**src/rtl/pending_write_sched_pkg.sv**
```systemverilog
// pending_write_sched_pkg: shared types for the store-commit scheduler.
// Holds the FSM encoding, the store entry layout and the a0 index.
package pending_write_sched_pkg;

  localparam int PWS_W = 64;
  localparam logic [4:0] A0_REG = 5'd10;

  typedef enum logic [2:0] {
    ST_IDLE,
    ST_DRAIN,
    ST_CALL,
    ST_WAIT,
    ST_WB
  } state_t;

  typedef struct packed {
    logic [PWS_W-1:0] addr;
    logic [PWS_W-1:0] data;
    logic [3:0]       size;
  } entry_t;

  // Anything that is not a 1/2/4-byte one-hot is treated as a doubleword.
  function automatic logic [3:0] norm_size(input logic [3:0] s);
    logic [3:0] r;
    case (s)
      4'b0001,
      4'b0010,
      4'b0100: r = s;
      default: r = 4'b1000;
    endcase
    return r;
  endfunction

endpackage

```
**src/rtl/pending_write_sched_fifo.sv**
```systemverilog
// pws_fifo: power-of-two circular store queue with occupancy count.
// Push when full and pop when empty are ignored.
module pws_fifo
  import pending_write_sched_pkg::*;
#(
  parameter int  DEPTH = 4,
  parameter type T     = entry_t
) (
  input  logic                   clk,
  input  logic                   reset,
  input  logic                   push,
  input  T                       push_data,
  input  logic                   pop,
  output T                       head,
  output logic [$clog2(DEPTH):0] count,
  output logic                   full,
  output logic                   empty
);

  localparam int AW = $clog2(DEPTH);
  localparam logic [AW:0] FULL_CNT = (AW + 1)'(DEPTH);

  T              mem [DEPTH];
  logic [AW-1:0] wr_ptr;
  logic [AW-1:0] rd_ptr;
  logic          do_push;
  logic          do_pop;

  assign full    = count == FULL_CNT;
  assign empty   = count == '0;
  assign do_push = push & ~full;
  assign do_pop  = pop & ~empty;
  assign head    = mem[rd_ptr];

  always_ff @(posedge clk) begin
    if (reset) begin
      wr_ptr <= '0;
      rd_ptr <= '0;
      count  <= '0;
    end else begin
      if (do_push)
        wr_ptr <= wr_ptr + AW'(1);
      if (do_pop)
        rd_ptr <= rd_ptr + AW'(1);
      if (do_push & ~do_pop)
        count <= count + (AW + 1)'(1);
      else if (do_pop & ~do_push)
        count <= count - (AW + 1)'(1);
    end
  end

  always_ff @(posedge clk) begin
    if (!reset && do_push)
      mem[wr_ptr] <= push_data;
  end

endmodule

```
**src/rtl/pending_write_sched.sv**
```systemverilog
// pending_write_sched: store write queue plus ecall drain/call/writeback FSM.
// Define PWS_BYPASS_EN to let a store hit an empty queue's output directly.
module pending_write_sched
  import pending_write_sched_pkg::*;
#(
  parameter int DEPTH          = 4,
  parameter int BUS_DATA_WIDTH = 64
) (
  input  logic                      clk,
  input  logic                      reset,
  input  logic                      in_wr_valid,
  input  logic [BUS_DATA_WIDTH-1:0] in_wr_addr,
  input  logic [BUS_DATA_WIDTH-1:0] in_wr_data,
  input  logic [3:0]                in_wr_size,
  input  logic                      in_stall,
  output logic                      out_stall,
  output logic                      out_mem_valid,
  output logic [BUS_DATA_WIDTH-1:0] out_mem_addr,
  output logic [BUS_DATA_WIDTH-1:0] out_mem_data,
  output logic [3:0]                out_mem_size,
  input  logic                      in_mem_ready,
  input  logic                      in_ecall_req,
  output logic                      out_flush,
  output logic                      out_ecall_go,
  input  logic                      in_ecall_done,
  input  logic [BUS_DATA_WIDTH-1:0] in_ecall_ret,
  output logic                      out_rf_we,
  output logic [4:0]                out_rf_dest,
  output logic [BUS_DATA_WIDTH-1:0] out_rf_data
);

  localparam int CW = $clog2(DEPTH) + 1;

  if (BUS_DATA_WIDTH != PWS_W) begin : g_width_check
    $error("BUS_DATA_WIDTH must match the package entry width");
  end

  state_t                      state;
  logic [CW-1:0]               count;
  logic                        full;
  logic                        empty;
  logic                        idle;
  logic                        accept;
  logic                        push;
  logic                        pop;
  logic                        drained;
  logic                        go_q;
  logic                        rf_we_q;
  logic [BUS_DATA_WIDTH-1:0]   ret_q;
  entry_t                      in_ent;
  entry_t                      head;
  entry_t                      shown;

  assign idle   = state == ST_IDLE;
  assign accept = in_wr_valid & ~in_stall & ~full & idle;

  assign in_ent = '{
    addr: in_wr_addr,
    data: in_wr_data,
    size: norm_size(in_wr_size)
  };

`ifdef PWS_BYPASS_EN
  logic bypass;

  // An empty queue forwards the incoming store; it is only
  // written into the queue if memory cannot take it this cycle.
  assign bypass        = accept & empty;
  assign out_mem_valid = ~empty | bypass;
  assign shown         = empty ? in_ent : head;
  assign push          = accept & ~(bypass & in_mem_ready);
  assign pop           = ~empty & in_mem_ready;
`else
  assign out_mem_valid = ~empty;
  assign shown         = head;
  assign push          = accept;
  assign pop           = out_mem_valid & in_mem_ready;
`endif

  pws_fifo #(
    .DEPTH (DEPTH),
    .T     (entry_t)
  ) u_fifo (
    .clk       (clk),
    .reset     (reset),
    .push      (push),
    .push_data (in_ent),
    .pop       (pop),
    .head      (head),
    .count     (count),
    .full      (full),
    .empty     (empty)
  );

  assign out_mem_addr = out_mem_valid ? shown.addr : '0;
  assign out_mem_data = out_mem_valid ? shown.data : '0;
  assign out_mem_size = out_mem_valid ? shown.size : '0;

  assign out_stall = (in_wr_valid & full) | ~idle;
  assign out_flush = idle & in_ecall_req & ~in_stall;

  // Queue is empty after this edge, including a last head retiring now.
  assign drained = (count == '0)
                 | ((count == CW'(1)) & pop);

  always_ff @(posedge clk) begin
    if (reset) begin
      state   <= ST_IDLE;
      go_q    <= 1'b0;
      rf_we_q <= 1'b0;
      ret_q   <= '0;
    end else begin
      go_q    <= 1'b0;
      rf_we_q <= 1'b0;
      unique case (state)
        ST_IDLE: begin
          if (in_ecall_req & ~in_stall)
            state <= ST_DRAIN;
        end
        ST_DRAIN: begin
          if (drained) begin
            state <= ST_CALL;
            go_q  <= 1'b1;
          end
        end
        ST_CALL: begin
          state <= ST_WAIT;
        end
        ST_WAIT: begin
          if (in_ecall_done) begin
            state   <= ST_WB;
            ret_q   <= in_ecall_ret;
            rf_we_q <= 1'b1;
          end
        end
        ST_WB: begin
          state <= ST_IDLE;
          ret_q <= '0;
        end
        default: state <= ST_IDLE;
      endcase
    end
  end

  assign out_ecall_go = go_q;
  assign out_rf_we    = rf_we_q;
  assign out_rf_dest  = rf_we_q ? A0_REG : 5'd0;
  assign out_rf_data  = ret_q;

endmodule

```
**config.mk**
```make
export PLATFORM = sky130hd
export DESIGN_NAME = pending_write_sched
export DESIGN_NICKNAME = d
export VERILOG_FILES = /design/src/rtl/pending_write_sched_pkg.sv /design/src/rtl/pending_write_sched_fifo.sv /design/src/rtl/pending_write_sched.sv
export SDC_FILE = /design/constraint.sdc
export NUM_CORES = 1
export LEC_CHECK = 0
export BUFFER_PORTS_ARGS = -buffer_cell sky130_fd_sc_hd__buf_4
export CAP_MARGIN = 20
export CORE_AREA = 4 4 225 227
export DETAILED_ROUTE_END_ITERATION = 12
export DIE_AREA = 0 0 229 231
export PLACE_DENSITY = 0.77
export SLEW_MARGIN = 20
export SYNTH_ARGS = -nofsm -noshare
export SYNTH_HDL_FRONTEND = slang
export SYNTH_SLANG_ARGS = --single-unit
```
**constraint.sdc**
```tcl
create_clock -name clk -period 15.6 [get_ports clk]
set_clock_uncertainty 0.1 [all_clocks]
set_input_delay 3.12 -clock clk [delete_from_list [all_inputs] [get_ports clk]]
set_output_delay 3.12 -clock clk [all_outputs]
set_load 0.03 [all_outputs]
```
==> impl_metrics.yaml <==
finish:
  regArea_sq_um: 17400
  stdcell_count: 2213
  fillerInstances: 3529
  final_cell_mix: "edfxtp_1, buf_4, mux4_2, and2_1, dfxtp_1"
  layout-drive-gt1-share_pct: 41.4
  syn2layout_area_growth_pct: 24.6
  nets: 1750
  multi_input_area_sq_um: 5000
  final_common_cell: "edfxtp_1"
clock_tree:
  cts_made_buffers: 57
  tritoncts: "yes"
  htreeDepth: 2
  clk_pin_slew_ns: 0.06
  cts_buffer_depth: 3
  post_cts_resized: 0
  cts.sinks: 606
  ctsHoldBuffers: 0
  root_buffer: "clkbuf_16"
  clock_latency_ns: 0.60
  post_cts_buffers: 0
placed_design:
  dp_cells: 2102
  hpwlAfterDp_mm: 33.1
  place_congestion: 0.888
  numPortBuffers: 405
worst_setup_path:
  critPathLaunchType: "flop"
  cp.arrival_ns: 4.01
  endpoint_kind: "output port"
  worst-setup-path-type: "reg2out"
  r2r_slack_ns: 11.64
  r2r_start: "u_fifo.count[0]"
  r2r_cells: 8
  cp_data_required_time_ns: 12.38
  critPathMaxFanout: 51
  worstReg2RegEnd: "u_fifo.mem[0][43]"
die:
  io-pin-count: 409
  die_area_sq_um: 52900
  initial_core_util_pct: 46.8
  rows: 81
  die_x_microns: 229
  die_h_microns: 231
  core_sq_um: 48600
global_route:
  top_usage_layer: "met2"
  grt.total_usage_pct: 19.2
  use_met3_pct: 6.81
  overflow: 0
  met1_usage_pct: 24.0
  antenna_found_initial: 5
  grt_max_degree: 102
  grt_pass1_wl_mm: 77.9
  grtUsageMet2_pct: 31.4
  grt_pass1_vias: 12634
sta:
  fin_tns_setup_ns: 0
  max_freq_mhz: 138
  period_needed_ns: 7.23
  setup_viol: 0
  slew-limit-headroom_pct: 26.5
  fin_crit_sh_pct: 46.3
  final_hold_viol_count: 0
  rsz0062_at_grt: "no"
  drv_slew: 0
  worstMarginPinSlew_ns: 1.09
route:
  wl_per_cell_microns: 23.4
  drt_iter0_markers: 616
  drc: 0
  dr.pass1.iters: 5
  vias: 11940
  viasPerCell: 5.40
  drtAntennaViolNets: 0
  drt_wl_total_mm: 51.8
run:
  drv_cap: 0
pwr:
  power.density_nw_per_um2: 165
  vdd_drop_max_uv: 135
  power.leakage_nw: 9.96
hold_path:
  min_from: "out_rf_data[33]"
  whs_endpoint: "out_rf_data[33]"
  min_path_type: "reg2reg"
  min_path_cells: 2
synthesis:
  yosys_warnings: 0
  postSynthCellCount: 1126
  synth_edf_count: 528
  syn_area_sq_um: 22700
  synth_ff_type: "edfxtp_1"
  synth-async-reset-ratio_pct: 0
  synth-seq-cells: 606
  synth.avg_cell_area_sq_um: 20.2
  yosysUniqueCellTypes: 40
  yosysSeqAreaShare_pct: 76.6
outcome:
  status: "finished clean"
-- how the worst max path moves through the flow --
stage	start	to	slack, ns
after floorplan	in_wr_valid	u_fifo.mem[0][0]	8.21
after global placement	flop	out_mem_data[9]	8.50
after detailed placement	flop	out_mem_data[10]	8.51
after CTS	flop	out_mem_data[10]	7.83
after global routing	flop	out_mem_data[42]	7.90
final	flop	out_mem_data[34]	8.37
-- critical path, cell delays in order (launching register included) --
cell and delay (ns):
dfxtp_4 0.96, buf_6 0.67, buf_4 0.75, mux4_2 0.60
and2_1 0.19, buf_4 0.17
-- kinds of logic after synthesis --
logic type      synth area share, %
flops                          76.6
simple gates                   5.51
mux                            13.2
compound gates                 2.52
buf+inv                        1.58
fa+ha+maj                     0.440
xor+xnor                      0.116
other cells                  0.0165
-- registers in the layout (all words and copies together) (netlist names), named ones only --
register	count
out_ecall_go	1
out_rf_data	64
out_rf_we	1
state	3
u_fifo.count	3
u_fifo.mem	528
u_fifo.rd_ptr	2
u_fifo.wr_ptr	2
-- report_power, final --
part	switching [mW]	internal (mW)
Clock	0.589	0.841
Sequential	0.0583	1.81
Combinational	0.803	0.562
-- layer usage --
metal,up-vias,routed length [microns]
li1,5286,-
met1,6087,19800
met2,470,25300
met3,91,4780
met4,6,1830
met5,-,45
-- cell usage after synthesis, types with 4 or more instances --
cell type / instances / share of area, %
nand2_1: 51 / 0.84
buf_2: 26 / 0.57
and2_1: 136 / 3.7
edfxtp_1: 528 / 70
nand3_1: 4 / 0.088
a22o_1: 41 / 1.6
buf_4: 14 / 0.46
nor3_1: 4 / 0.088
clkbuf_1: 27 / 0.45
dfxtp_1: 78 / 6.9
mux4_2: 132 / 13
nor2_1: 11 / 0.18
ha_1: 8 / 0.44
a21oi_1: 26 / 0.57
inv_1: 5 / 0.083
-- stage by stage --
step	hold slack, ns	util [%]	area [sq um]	power (mW)	worst slack (ns)
global placement	0.344	54.2	26400	3.28	8.50
finish	0.363	58.3	28300	4.67	8.37
floorplan	0.385	-	22800	2.78	8.21
detailed placement	0.355	54.2	26400	3.29	8.51
global route	0.389	58.3	28300	4.87	7.90
CTS	0.364	58.2	28300	4.72	7.83
-- area by class of cell --
cell class	instances	share of cell area [%]
diodes	3	0.0265
clock buffers	73	5.51
clock inverters	35	1.42
inverters	6	0.0839
multi-input cells	449	17.6
flip-flops and latches	606	61.5
well taps	622	2.75
repair buffers	419	11.1
Note: power is estimated with default switching activity, not from simulation.
